==> src/rtl/cam_cfg_ctrl.sv <==
// Sensor register configuration sequencer: walks a register ROM and writes each
// entry over SCCB. Each write is retried on NACK or timeout, then a settle delay follows.
module cam_cfg_ctrl #(
  parameter logic [7:0]  REG_NUM   = 8'd200,
  parameter logic [15:0] DLY_WR    = 16'd2400,
  parameter logic [15:0] DLY_RST   = 16'd24000,
  parameter logic [15:0] TIMEOUT   = 16'd48000,
  parameter logic [1:0]  MAX_RETRY = 2'd3
) (
  input  logic        clk,
  input  logic        rst,
  input  logic        initial_en,
  output logic [7:0]  lut_addr,
  input  logic [15:0] lut_data,
  output logic        sccb_req,
  output logic [7:0]  sccb_addr,
  output logic [7:0]  sccb_wdata,
  input  logic        sccb_busy,
  input  logic        sccb_done,
  input  logic        sccb_nack,
  output logic        cfg_busy,
  output logic        cfg_done,
  output logic        cfg_err,
  output logic [7:0]  cfg_idx
);

  typedef enum logic [2:0] {IDLE, FETCH, ISSUE, WAIT, DELAY, DONE, ERR} state_t;

  typedef struct packed {
    logic [7:0] addr;
    logic [7:0] wdata;
  } sccb_cmd_t;

  state_t    state, state_d;
  sccb_cmd_t cmd_q;
  logic      en_q, armed;
  logic [15:0] tmo_cnt, dly_cnt;
  logic [1:0]  retry;
  logic rise, last_idx;
  logic start, issue, load_dly, advance, retry_inc;

  // armed keeps an initial_en that is already high when reset releases from
  // counting as a rising edge: it must be seen low at least once first.
  assign rise     = initial_en & ~en_q & armed;
  assign last_idx = (cfg_idx == REG_NUM - 8'd1);

  assign sccb_addr  = cmd_q.addr;
  assign sccb_wdata = cmd_q.wdata;
  assign cfg_busy   = (state == FETCH) || (state == ISSUE) ||
                      (state == WAIT)  || (state == DELAY);
  assign cfg_done   = (state == DONE);
  assign cfg_err    = (state == ERR);

  always_ff @(posedge clk) begin
    if (rst) state <= IDLE;
    else     state <= state_d;
  end

  always_comb begin
    state_d   = state;
    start     = 1'b0;
    issue     = 1'b0;
    load_dly  = 1'b0;
    advance   = 1'b0;
    retry_inc = 1'b0;
    if (state != IDLE && !initial_en) begin
      state_d = IDLE;
    end else begin
      case (state)
        IDLE:  if (rise) begin start = 1'b1; state_d = FETCH; end
        FETCH: state_d = ISSUE;
        ISSUE: begin
          if (lut_data == 16'hFFFF) state_d = DONE;
          else if (!sccb_busy) begin
            issue   = 1'b1;
            state_d = WAIT;
          end
        end
        WAIT: begin
          if (sccb_done && !sccb_nack) begin
            load_dly = 1'b1;
            state_d  = DELAY;
          end else if (sccb_done || tmo_cnt == TIMEOUT) begin
            if (retry < MAX_RETRY) begin
              retry_inc = 1'b1;
              state_d   = ISSUE;
            end else begin
              state_d = ERR;
            end
          end
        end
        DELAY: begin
          if (dly_cnt == 16'd0) begin
            if (last_idx) state_d = DONE;
            else begin
              advance = 1'b1;
              state_d = FETCH;
            end
          end
        end
        default: state_d = state;
      endcase
    end
  end

  always_ff @(posedge clk) begin
    if (rst) begin
      en_q     <= 1'b0;
      armed    <= 1'b0;
      sccb_req <= 1'b0;
      cmd_q    <= '0;
      cfg_idx  <= 8'd0;
      lut_addr <= 8'd0;
      retry    <= 2'd0;
      tmo_cnt  <= 16'd0;
      dly_cnt  <= 16'd0;
    end else begin
      en_q     <= initial_en;
      sccb_req <= issue;
      if (!initial_en) armed <= 1'b1;

      if (start) begin
        cfg_idx  <= 8'd0;
        lut_addr <= 8'd0;
        retry    <= 2'd0;
      end else if (advance) begin
        cfg_idx  <= cfg_idx + 8'd1;
        lut_addr <= lut_addr + 8'd1;
        retry    <= 2'd0;
      end else if (retry_inc) begin
        retry <= retry + 2'd1;
      end

      // Timeout counter saturates at TIMEOUT so it never wraps while waiting.
      if (issue) begin
        cmd_q   <= lut_data;
        tmo_cnt <= 16'd0;
      end else if (state == WAIT && tmo_cnt != TIMEOUT) begin
        tmo_cnt <= tmo_cnt + 16'd1;
      end

      // Entry 0 is the sensor soft reset and needs the long settle time.
      if (load_dly)
        dly_cnt <= (cfg_idx == 8'd0) ? DLY_RST : DLY_WR;
      else if (state == DELAY && dly_cnt != 16'd0)
        dly_cnt <= dly_cnt - 16'd1;
    end
  end

endmodule

==> config.mk <==
export PLATFORM = sky130hd
export DESIGN_NAME = cam_cfg_ctrl
export DESIGN_NICKNAME = d
export VERILOG_FILES = /design/src/rtl/cam_cfg_ctrl.sv
export SDC_FILE = /design/constraint.sdc
export NUM_CORES = 1
export LEC_CHECK = 0
export BUFFER_PORTS_ARGS = -buffer_cell sky130_fd_sc_hd__buf_2
export CORE_ASPECT_RATIO = 2
export CORE_UTILIZATION = 40
export DETAILED_ROUTE_END_ITERATION = 8
export PLACE_DENSITY = 0.61
export RECOVER_POWER = 50
export SYNTH_ARGS = -nofsm -noshare
export SYNTH_HDL_FRONTEND = slang
export SYNTH_SLANG_ARGS = --single-unit
==> constraint.sdc <==
create_clock -name clk -period 4.2 [get_ports clk]
set_input_delay 0.63 -clock clk [delete_from_list [all_inputs] [get_ports clk]]
set_output_delay 0.63 -clock clk [all_outputs]
set_load 0.005 [all_outputs]
# After elaboration in Yosys (flattened, before gate mapping)
# Cells that the tools add are included.
dict set report word_totals {
  input_bits 22
  regBits 72
  output_inout_bits 36
}
dict set report op_classes {
  n_addsub 5
  n_mux 31
  n_reduce_logical 22
  n_lt_le_gt_ge 1
  n_eq_ne 14
  bitwise_logic 3
}
# op count
set op_table {}
lappend op_table {{$eq A16 B16 Y1 const B} 2}
lappend op_table {{$mux W16} 2}
lappend op_table {{$mux W3} 8}
lappend op_table {{$mux W1} 19}
lappend op_table {{$add A16 B1 Y16 const B} 1}
lappend op_table {{$add A8 B1 Y8 const B} 2}
lappend op_table {{$logic_not A16 Y1} 1}
lappend op_table {{$ne A16 B16 Y1 const B} 1}
lappend op_table {{$reduce_bool A16 Y1} 1}
lappend op_table {{$sub A16 B1 Y16 const B} 1}
lappend op_table {{$mux W15} 1}
lappend op_table {{$pmux W3 S5} 1}
lappend op_table {{$eq A3 B3 Y1 const B} 3}
lappend op_table {{$eq A8 B8 Y1 const B} 1}
lappend op_table {{$logic_not A8 Y1} 1}
lappend op_table {{$eq A3 B2 Y1 const B} 2}
lappend op_table {{$reduce_or A2 Y1} 3}
lappend op_table {{$reduce_and A5 Y1} 1}
lappend op_table {{$reduce_bool A5 Y1} 1}
lappend op_table {{$logic_and A1 B1 Y1} 4}
lappend op_table {{$logic_or A1 B1 Y1} 4}
lappend op_table {{$ne A2 B2 Y1 const B} 2}
lappend op_table {{$eq A3 B1 Y1 const B} 1}
lappend op_table {{$logic_not A3 Y1} 1}
lappend op_table {{10 further kinds} 12}

# Longest topological paths before layout
# Gate-level depths: netlist of run 1.
dict set report depth {
  word_depth 7
  depth_mapped 8
  ltp_nobuf 7
}

# Worst setup path after synthesis of run 1
# OpenSTA, ideal clock, no wires.
dict set report synth_timing {
  path_kind {input to register}
  start {input port initial_en}
  end {register dly_cnt[5]}
  arrival_time_ns 1.973
  path_slack_ns 2.095
  stages 7
  cell_sequence {clkbuf_1 -> nand3b_1 -> or4_1 -> buf_2 -> a21boi_0 -> o21ai_0 -> a21oi_1}
}
dict set report synth_via {
  elab_chain_len 4
  elab_cells_between_ends 5
  cone_classes {mux: 2; reduce/logical: 3}
}
# element line
set synth_rtl {}
lappend synth_rtl {{from (decl)} 12} ;# input logic initial_en,
lappend synth_rtl {{$logic_not A1 Y1 *} n/a}
lappend synth_rtl {{$logic_and A1 B1 Y1 *} 66} ;# if (state != IDLE && !initial_en) begin
lappend synth_rtl {{$mux W1 *} 66}
lappend synth_rtl {{$mux W16 or $reduce_bool A2 Y1 (tied branches)} n/a}
lappend synth_rtl {{to (signal assigned)} 144} ;# dly_cnt <= (cfg_idx == 8'd0) ? DLY_RST : DLY_WR;
lappend synth_rtl {{to (signal assigned)} 146} ;# dly_cnt <= dly_cnt - 16'd1;
lappend synth_rtl {{to (decl)} 37} ;# logic [15:0] tmo_cnt, dly_cnt;
# Mark *: on every way between the ends. The rest lies on a longest branch, timed or not.
# A chain may end at the register's enable or synchronous reset.

# Worst setup path after layout of run 1
dict set report layout_timing {
  start {register state[2]}
  end {register cfg_idx[0]}
}
dict set report layout_via {
  elab_chain_len 4
  elab_cells_between_ends 9
  cone_classes {eq/ne: 1; mux: 4; reduce/logical: 4}
}
# element line
set layout_rtl {}
lappend layout_rtl {{from (decl)} 34} ;# state_t state, state_d;
lappend layout_rtl {{from (signal assigned)} 56} ;# else state <= state_d;
lappend layout_rtl {{$logic_not A3 Y1 or $reduce_bool A3 Y1 (tied branches)} {69, 66}}
lappend layout_rtl {{$mux W1 or $logic_and A1 B1 Y1 (tied branches)} {69, 66}}
lappend layout_rtl {{$mux W1} 66}
lappend layout_rtl {{$reduce_or A2 Y1 (no line)} n/a}
lappend layout_rtl {{to (signal assigned)} 127} ;# cfg_idx <= cfg_idx + 8'd1;
lappend layout_rtl {{to (decl)} 24} ;# output logic [7:0] cfg_idx
# Several ways; a longest one is shown, not always the timed one.

==> results.md, run 1 <==
* Share of layout cells above drive strength 1 at 0.155
* Gate power share at 0.073
* Largest incremental delay on the critical path at 1.10 ns
* Largest cells by area after synthesis: dfxtp_1, xnor2_1, a21oi_1
* Crit path cell chain: nor3b_1 > o311ai_2 > nor2_1 > xnor2_1 > nor2_1
* CP max stage cell: nor3b_1
* Sequential Power Share at 0.455
* Clock share of power at 0.471
* Sw power at 382 uW
* H-Tree Depth at 3
* Final antenna-violating net count at 0
* Hold_sp: armed
* Largest area contributor in the netlist: dfxtp_1
* DRC Markers at 0
* Critical Path Sink Type: flip-flop
* Mapped Nets at 433
* RSZ-0062 raised after global routing: false
* HP Class: reg -> reg
* Fillers at 871
* Worst rel slew slack at 0.114
* Slew Limit Fails at 0
* Overflow left after global routing at 0
* Cell mode on critical path: nor2_1
* Ant. Diodes at 0
* CP required at 4.42 ns
* Die area at 9480 um2
* CTS buffer count at 9
* Clock Latency Late Sink at 0.34 ns
* Launching point of the worst reg2reg path: state[2]
* Core area at 8710 um2
* Pwr dens at 379 nW/um2
* TritonCTS clock tree: yes
* Mapped Area at 3630 um2
* Register area share after synthesis at 0.397
* Drt first pass iters at 4
* Post-route setup TNS at 0 ns
* I/O Pins at 58
* Unique masters post-synth at 60
* Worst-Margin Slew at 1.33 ns
* Maximum VDD drop at 0.000230 V
* CP startpoint kind: flip-flop
* FFs w/ async S/R, synth at 0
* Routed len/inst at 16.0 um
* Most frequent cells in the layout: dfxtp_1, buf_2, nor2_1
* Final setup fails at 0
* Worst Clk Skew at 0.00511 ns
* Num Clock Sinks at 72
* Clock slew at reported path FFs at 0.06 ns
* Status: complete, no violations
* Critical path's top delay family: simple AND/OR/NAND/NOR gates
* CTS root buf: clkbuf_16
* Largest net degree at the start of global routing at 22
* P_leak at 0.00151 uW
* Register Area at 1440 um2
* First-pass GRT wire length at 14900 um
* CP arrival at 3.22 ns
* Postcts setup bufs at 0
* Area of the multi-input gates at 2000 um2
* Post-synth EDFFs at 0
* CTS max path bufs at 2
* Drt via density at 5.73
* Yosys top cell area share at 0.397
* DR iter-0 viols at 171
* NumNets Final at 484
* Rows at 48
* Routability cong. at 0.822
* Post-cts resize count at 0
* #FFs+latches synth at 72
* Max Cap Viol at 0
* Initial core utilization at 0.417
* Final Hold Fails at 0
* Max Freq at 0.333 GHz
* Buf/Inv on CP at 0
* WS Path Type: reg -> reg
* YS warnings at 0
* Worst-path fanout max at 14
* Final min period at 3.00 ns
* Die width at 69.3 um
* Post-Syn Instances at 403
* DP HPWL at 6510 um
* Total number of vias at 3202
* Commonest non-fill, non-tap cell in the layout: dfxtp_1
* Final period util at 0.715
* Total track usage at 0.198
* Hold-fix buffers, CTS at 0
* Buffers on Ports at 57
* Avg Synthesized Cell Area at 9.00 um2
* Post-layout util at 0.480
* Vias in the first global route at 3151
* Sw Share at 0.241
* Initial antenna violation count at 0
* Int Power at 1200 uW
* Crit path from: state[2]
* Area Overhead vs Synth at 15.2%
* Predominant post-synthesis flop cell: dfxtp_1
* Final wirelength at 8960 um
* Die Span Y at 137 um
==> metrics by stage <==
stage / hold WS (ns) / area, um2 / power (uW) / cells / setup slack [ns]
6_report: 0.447 / 4180 / 1580 / 559 / 1.20
4_1_cts: 0.449 / 4250 / 1610 / 559 / 1.70
3_3_place_gp: 0.434 / 3960 / 853 / 543 / 1.60
3_5_place_dp: 0.440 / 3960 / 856 / 543 / 1.48
5_1_grt: 0.492 / 4180 / 1650 / 559 / 1.04
2_1_floorplan: 0.426 / 3630 / 812 / 403 / 2.09
==> cells by family after synthesis <==
| family | Yosys count | share of synthesized area |
|---|---|---|
| simple gates | 179 | 0.310 |
| compound gates | 80 | 0.148 |
| flops | 72 | 0.397 |
| buf+inv | 32 | 0.0390 |
| xor+xnor | 30 | 0.0724 |
| fa+ha+maj | 8 | 0.0276 |
| mux | 2 | 0.00552 |
==> cell usage after synthesis, types with 2 or more instances <==
master	instances
dfxtp_1	72
nor2_1	34
a21oi_1	29
xnor2_1	23
nand2_1	20
nor3_1	19
a22o_1	16
nand3_1	15
o21ai_0	15
inv_1	14
nand4_1	14
nor4_1	14
or3_1	12
buf_2	8
ha_1	8
clkbuf_1	7
xor2_1	7
or4_1	5
and3_1	4
and4_1	4
nand3b_1	4
nor2b_1	4
o31ai_1	4
and3b_1	3
nor4_2	3
nor4_4	3
nor4b_1	3
mux2i_1	2
nor3b_1	2
o21a_1	2
o21ai_1	2
o41ai_1	2
or4_4	2
==> registers in the layout, summed over array words and instances (netlist names) <==
signal,count
lut_addr,8
tmo_cnt,16
cfg_idx,8
dly_cnt,16
state,3
sccb_wdata,8
sccb_addr,8
armed,1
en_q,1
retry,2
sccb_req,1
==> worst paths after layout <==
check / end / slack [ns] / cells past startpoint
setup / recovery: cfg_idx[0] / 1.20 / 5
setup reg to reg: cfg_idx[0] / 1.20 / 5
hold / removal: armed / 0.45 / 2
hold reg to reg: armed / 0.45 / 2
==> layout make-up <==
class	count	area share
clock buffer	10	0.0548
sequential	72	0.345
timing repair buffer	58	0.0650
tap	100	0.0299
clock inverter	6	0.0144
inverter	14	0.0126
multi-input combinational	299	0.478
==> power groups by stage <==
| stage | registers (uW) | clock network [uW] | logic, uW |
|---|---|---|---|
| floorplan | 725 | 0 | 86.4 |
| global placement | 737 | 0 | 116 |
| detailed placement | 738 | 0 | 119 |
| CTS | 723 | 765 | 119 |
| global route | 725 | 793 | 130 |
| finish | 721 | 747 | 116 |
==> layer usage <==
layer	global-route usage	share of wire
met1	0.209	0.40
met2	0.368	0.54
met3	0.0405	0.034
met4	0.0952	0.025
met5	0	0
==> tightest hold or removal path, cell delays in order, from the launching register on <==
cell and delay [ns]:
dfxtp_1 0.31, inv_1 0.05, a21oi_1 0.05
Note: power is estimated with default switching activity, not from simulation.
==> inputs of run 2 (changes only) <==
Settings changed: PLACE_DENSITY 0.61 to 0.63.
Clock period 4.2 ns to 2.75 ns, I/O delays scaled along.
==> run 2 against run 1 <==
Net effect: core utilization rose by 1.2 points; critical endpoint is now state[1]; combinational power increased by 59%; wire length rose by 2.0%; critical path depth up 2; non-clock buffer count increased by 8.
==> results.md, run 2 (synthesis results as in run 1) <==
* WS Path Type: reg -> reg
* CTS buffer count at 9
* Final antenna-violating net count at 0
* Clock Latency Late Sink at 0.33 ns
* Pwr dens at 588 nW/um2
* DP HPWL at 6760 um
* Area Overhead vs Synth at 18.1%
* HP Class: in -> reg
* WHS at 0.306 ns
* Sw Share at 0.233
* Most frequent cells in the layout: dfxtp_1, buf_2, nor2_1
* Total track usage at 0.198
* Ant. Diodes at 0
* H-Tree Depth at 3
* TritonCTS clock tree: yes
* CTS root buf: clkbuf_16
* Worst rel slew slack at 0.319
* NumNets Final at 492
* Maximum VDD drop at 0.000545 V
* I/O Pins at 58
* Die width at 69.3 um
* DRC Markers at 0
* Crit path cell chain: inv_1 > ha_1 > nor3b_1 > and4_1 > nor2_1 > o41ai_1 > a21oi_1
* Worst-path fanout max at 8
* Vias in the first global route at 3194
* Fin cells at 567
* Area of the multi-input gates at 2020 um2
* Final period util at 0.833
* Register Area at 1440 um2
* Die Span Y at 137 um
* Final setup fails at 0
* RSZ-0062 raised after global routing: false
* Top flop regs: dly_cnt (16), tmo_cnt (16)
* Drt via density at 5.80
* Int Power at 1930 uW
* Commonest non-fill, non-tap cell in the layout: dfxtp_1
* Total power draw at 2520 uW
* CP arrival at 2.49 ns
* Routability cong. at 0.861
* Rows at 48
* Max Freq at 0.436 GHz
* Final Cell Area at 4280 um2
* Sw power at 586 uW
* Dpl cells at 551
* Clock share of power at 0.489
* Initial antenna violation count at 0
* CP max stage cell: and4_1
* Largest incremental delay on the critical path at 0.49 ns
* Overflow left after global routing at 0
* CTS max path bufs at 2
* First-pass GRT wire length at 14900 um
* Initial core utilization at 0.417
* Sequential Power Share at 0.438
* Worst-Margin Slew at 1.02 ns
* Total number of vias at 3286
* Final Hold Fails at 0
* Status: complete, no violations
* Gate power share at 0.074
* Routed len/inst at 16.1 um
* Post-route setup TNS at 0 ns
* Critical Path Sink Type: flip-flop
* Post-cts resize count at 0
* P_leak at 0.00158 uW
* Worst Clk Skew at 0.00553 ns
* DR iter-0 viols at 153
* Hold-fix buffers, CTS at 0
* Die area at 9480 um2
* Final min period at 2.29 ns
* Max Cap Viol at 0
* Postcts setup bufs at 0
* CP required at 2.94 ns
* Buffers on Ports at 57
* Largest net degree at the start of global routing at 22
* CP startpoint kind: flip-flop
* Clock slew at reported path FFs at 0.06 ns
* Fillers at 815
* Core area at 8710 um2
* Drt first pass iters at 4
* Slew Limit Fails at 0
* Final wirelength at 9140 um
* Num Clock Sinks at 72
* Share of layout cells above drive strength 1 at 0.176
* Placed cell areas at 4020 um2
[run 2: cell count changes in the layout (fill, tap and decap cells not counted), sizes merged]
cell and delta:
bufinv +1, clkinv +1, buf +7, clkinvlp -2, clkbuf +1
[run 2: final timing paths]
path                    start            end  slack, ns  cells past startpoint
setup / recovery   dly_cnt[0]       state[1]       0.46                      7
hold / removal    lut_data[0]  sccb_wdata[0]       0.31                      2
setup reg to reg   dly_cnt[0]       state[1]       0.46                      7
hold reg to reg         armed          armed       0.45                      2
[run 2: area by class of cell]
cell class              instances  area share
multi-input cells             299       0.472
flip-flops and latches         72       0.336
repair buffers                 66      0.0768
clock buffers                  10      0.0534
well taps                     100      0.0292
clock inverters                 6      0.0196
inverters                      14      0.0123
[run 2: through the flow]
stage | worst slack (ns) | util
2_1_floorplan | 0.829 | -
3_3_place_gp | 0.593 | 0.461
3_5_place_dp | 0.475 | 0.461
4_1_cts | 0.465 | 0.497
5_1_grt | 0.226 | 0.492
6_report | 0.459 | 0.492
[run 2: power groups by stage]
stage | logic [uW] | clock network (uW) | registers, uW
2_1_floorplan | 132 | 0 | 1110
3_3_place_gp | 184 | 0 | 1120
3_5_place_dp | 189 | 0 | 1130
4_1_cts | 189 | 1250 | 1100
5_1_grt | 201 | 1300 | 1110
6_report | 185 | 1230 | 1100
[run 2: worst max-delay path, delay by kind of cell (launching register included)]
kind / cells / cell delay [ns]
adders and majority gates: 1 / 0.21
and+or+nand+nor: 3 / 1.01
DFF: 1 / 0.33
buffers and inverters: 1 / 0.08
AOI/OAI and AO/OA: 2 / 0.53
[run 2: routing by layer]
layer	wire length, um	share of wire	global-route usage
met1	3440	0.38	0.192
met2	5340	0.58	0.389
met3	187	0.020	0.0412
met4	176	0.019	0.0941
met5	0	0	0
==> inputs of run 3 (changes only) <==
Clock period 2.75 ns to 2.1 ns, I/O delays scaled along.
==> run 3 against run 2 <==
Net effect: power up 36%; sequential power is 30% higher; register-to-register slack got worse by 0.43 ns; combinational power rose by 62%; global-route usage increased by 0.59 points; fmax up 10%; count of clock-buffer cells in the layout up 2; cell count increased by 3.9%; sequential share of layout area fell by 2.1 points; critical endpoint is now dly_cnt[5].
==> results.md, run 3 (synthesis results as in run 1) <==
* Gate power share at 0.088
* Final wirelength at 9280 um
* Area of the multi-input gates at 2100 um2
* Drt first pass iters at 4
* Routed len/inst at 15.8 um
* Final worst slack at 0.0264 ns
* Routability cong. at 0.884
* Initial core utilization at 0.417
* CP arrival at 2.28 ns
* Clock share of power at 0.494
* HP Class: in -> reg
* Pwr dens at 748 nW/um2
* Final period util at 0.987
* Total number of vias at 3370
* CTS root buf: clkbuf_16
* Sw power at 777 uW
* WS Path Type: reg -> reg
* Drt via density at 5.72
* P_leak at 0.00177 uW
* Max Cap Viol at 0
* Ant. Diodes at 0
* Worst-Margin Slew at 0.627 ns
* Status: complete, no violations
* NumNets Final at 514
* Launching point of the worst reg2reg path: cfg_idx[1]
* Final antenna-violating net count at 0
* Die Span Y at 137 um
* Worst Clk Skew at 0.00714 ns
* Clock Latency Late Sink at 0.33 ns
* Final Hold Fails at 0
* Maximum VDD drop at 0.000536 V
* Hold Crit Depth at 2
* DR iter-0 viols at 98
* Final min period at 2.07 ns
* CP required at 2.30 ns
* Reg2reg setup slack at 0.03 ns
* Share of layout cells above drive strength 1 at 0.282
* Largest net degree at the start of global routing at 22
* Die area at 9480 um2
* CP startpoint kind: flip-flop
* Total track usage at 0.204
* Num Clock Sinks at 72
* Fin cells at 589
* H-Tree Depth at 3
* Worst rel slew slack at 0.582
* Register Area at 1440 um2
* Worst slack at placement at -0.0190 ns
* Buffers on Ports at 57
* RSZ-0062 raised after global routing: true
* CTS buffer count at 9
* Int Power at 2640 uW
* Rows at 48
* Core area at 8710 um2
* Commonest non-fill, non-tap cell in the layout: dfxtp_1
* DRC Markers at 0
* Hold-fix buffers, CTS at 0
* Overflow left after global routing at 0
* I/O Pins at 58
* TritonCTS clock tree: yes
* Most frequent cells in the layout: dfxtp_1, buf_2, nor2_1
* Sw Share at 0.228
* DP HPWL at 6940 um
* Hold_sp: lut_data[11]
* Slew Limit Fails at 0
* Worst Hold Endpoint: sccb_addr[3]
* Sequential Power Share at 0.418
* Max Freq at 0.482 GHz
* Worst-path fanout max at 5
* Initial antenna violation count at 0
* Area Overhead vs Synth at 25.9%
* Top flop regs: dly_cnt (16), tmo_cnt (16)
* Clock slew at reported path FFs at 0.06 ns
* Critical Path Sink Type: flip-flop
* First-pass GRT wire length at 15400 um
* Vias in the first global route at 3254
* CTS max path bufs at 2
* Dpl cells at 570
* Die width at 69.3 um
* RR Endpoint: dly_cnt[5]
* R2R depth at 7
* Final setup fails at 0
* Fillers at 784
run 3: cell count changes in the layout (fill, tap and decap cells not counted), sizes merged:
cell      change
clkinv        -3
or4           +1
clkinvlp      +1
clkbuf       -16
buf          +39
run 3: how the worst max path moves through the flow:
stage | depth (start not counted) | start | end
after floorplan | 8 | cfg_idx[0] | dly_cnt[5]
after detailed placement | 7 | cfg_idx[1] | dly_cnt[5]
after global routing | 7 | cfg_idx[1] | dly_cnt[5]
after CTS | 4 | state[1] | tmo_cnt[10]
after global placement | 7 | cfg_idx[1] | dly_cnt[5]
final | 7 | cfg_idx[1] | dly_cnt[5]
run 3: power groups by stage:
stage	Combinational (uW)	Sequential (uW)	Clock, uW
floorplan	173	1450	0
global placement	291	1460	0
detailed placement	295	1460	0
CTS	297	1430	1710
global route	328	1430	1760
finish	299	1430	1690
run 3: critical path, cell delays in order (launching register included):
cell      delay [ns]
dfxtp_2         0.33
inv_2           0.07
ha_4            0.12
or4b_4          0.46
or4_4           0.57
a21boi_2        0.18
o21ai_1         0.13
a21oi_1         0.07
run 3: layer usage:
metal / global-route usage / share of wire / vias up
met5: 0 / 0 / -
met4: 0.121 / 0.030 / 0
met3: 0.0280 / 0.025 / 19
met2: 0.394 / 0.57 / 82
met1: 0.203 / 0.38 / 1617
li1: - / - / 1652
run 3: final cells by class:
class / instances / area share
repair buffers: 87 / 0.112
clock inverters: 4 / 0.0167
multi-input cells: 300 / 0.461
inverters: 14 / 0.0115
well taps: 100 / 0.0274
clock buffers: 12 / 0.0562
flip-flops and latches: 72 / 0.316
run 3: stage by stage:
| step | hold slack (ns) | total power, uW | util | TNS [ns] | cell area [um2] |
|---|---|---|---|---|---|
| final | 0.210 | 3410 | 0.524 | 0 | 4570 |
| after global routing | 0.202 | 3520 | 0.524 | -0.113 | 4570 |
| after CTS | 0.197 | 3440 | 0.516 | 0 | 4500 |
| after detailed placement | 0.443 | 1750 | 0.478 | -0.0327 | 4160 |
| after global placement | 0.435 | 1750 | 0.478 | -0.00314 | 4160 |
| after floorplan | 0.426 | 1620 | - | 0 | 3630 |
run 3: what timing repair did:
action / 4_1_cts / 5_1_grt
setup buffers: 0 / 2
pin swaps: 0 / 3
cloned: 0 / 1
setup endpoints to repair: 3 / 40
gates resized for setup: 2 / 16
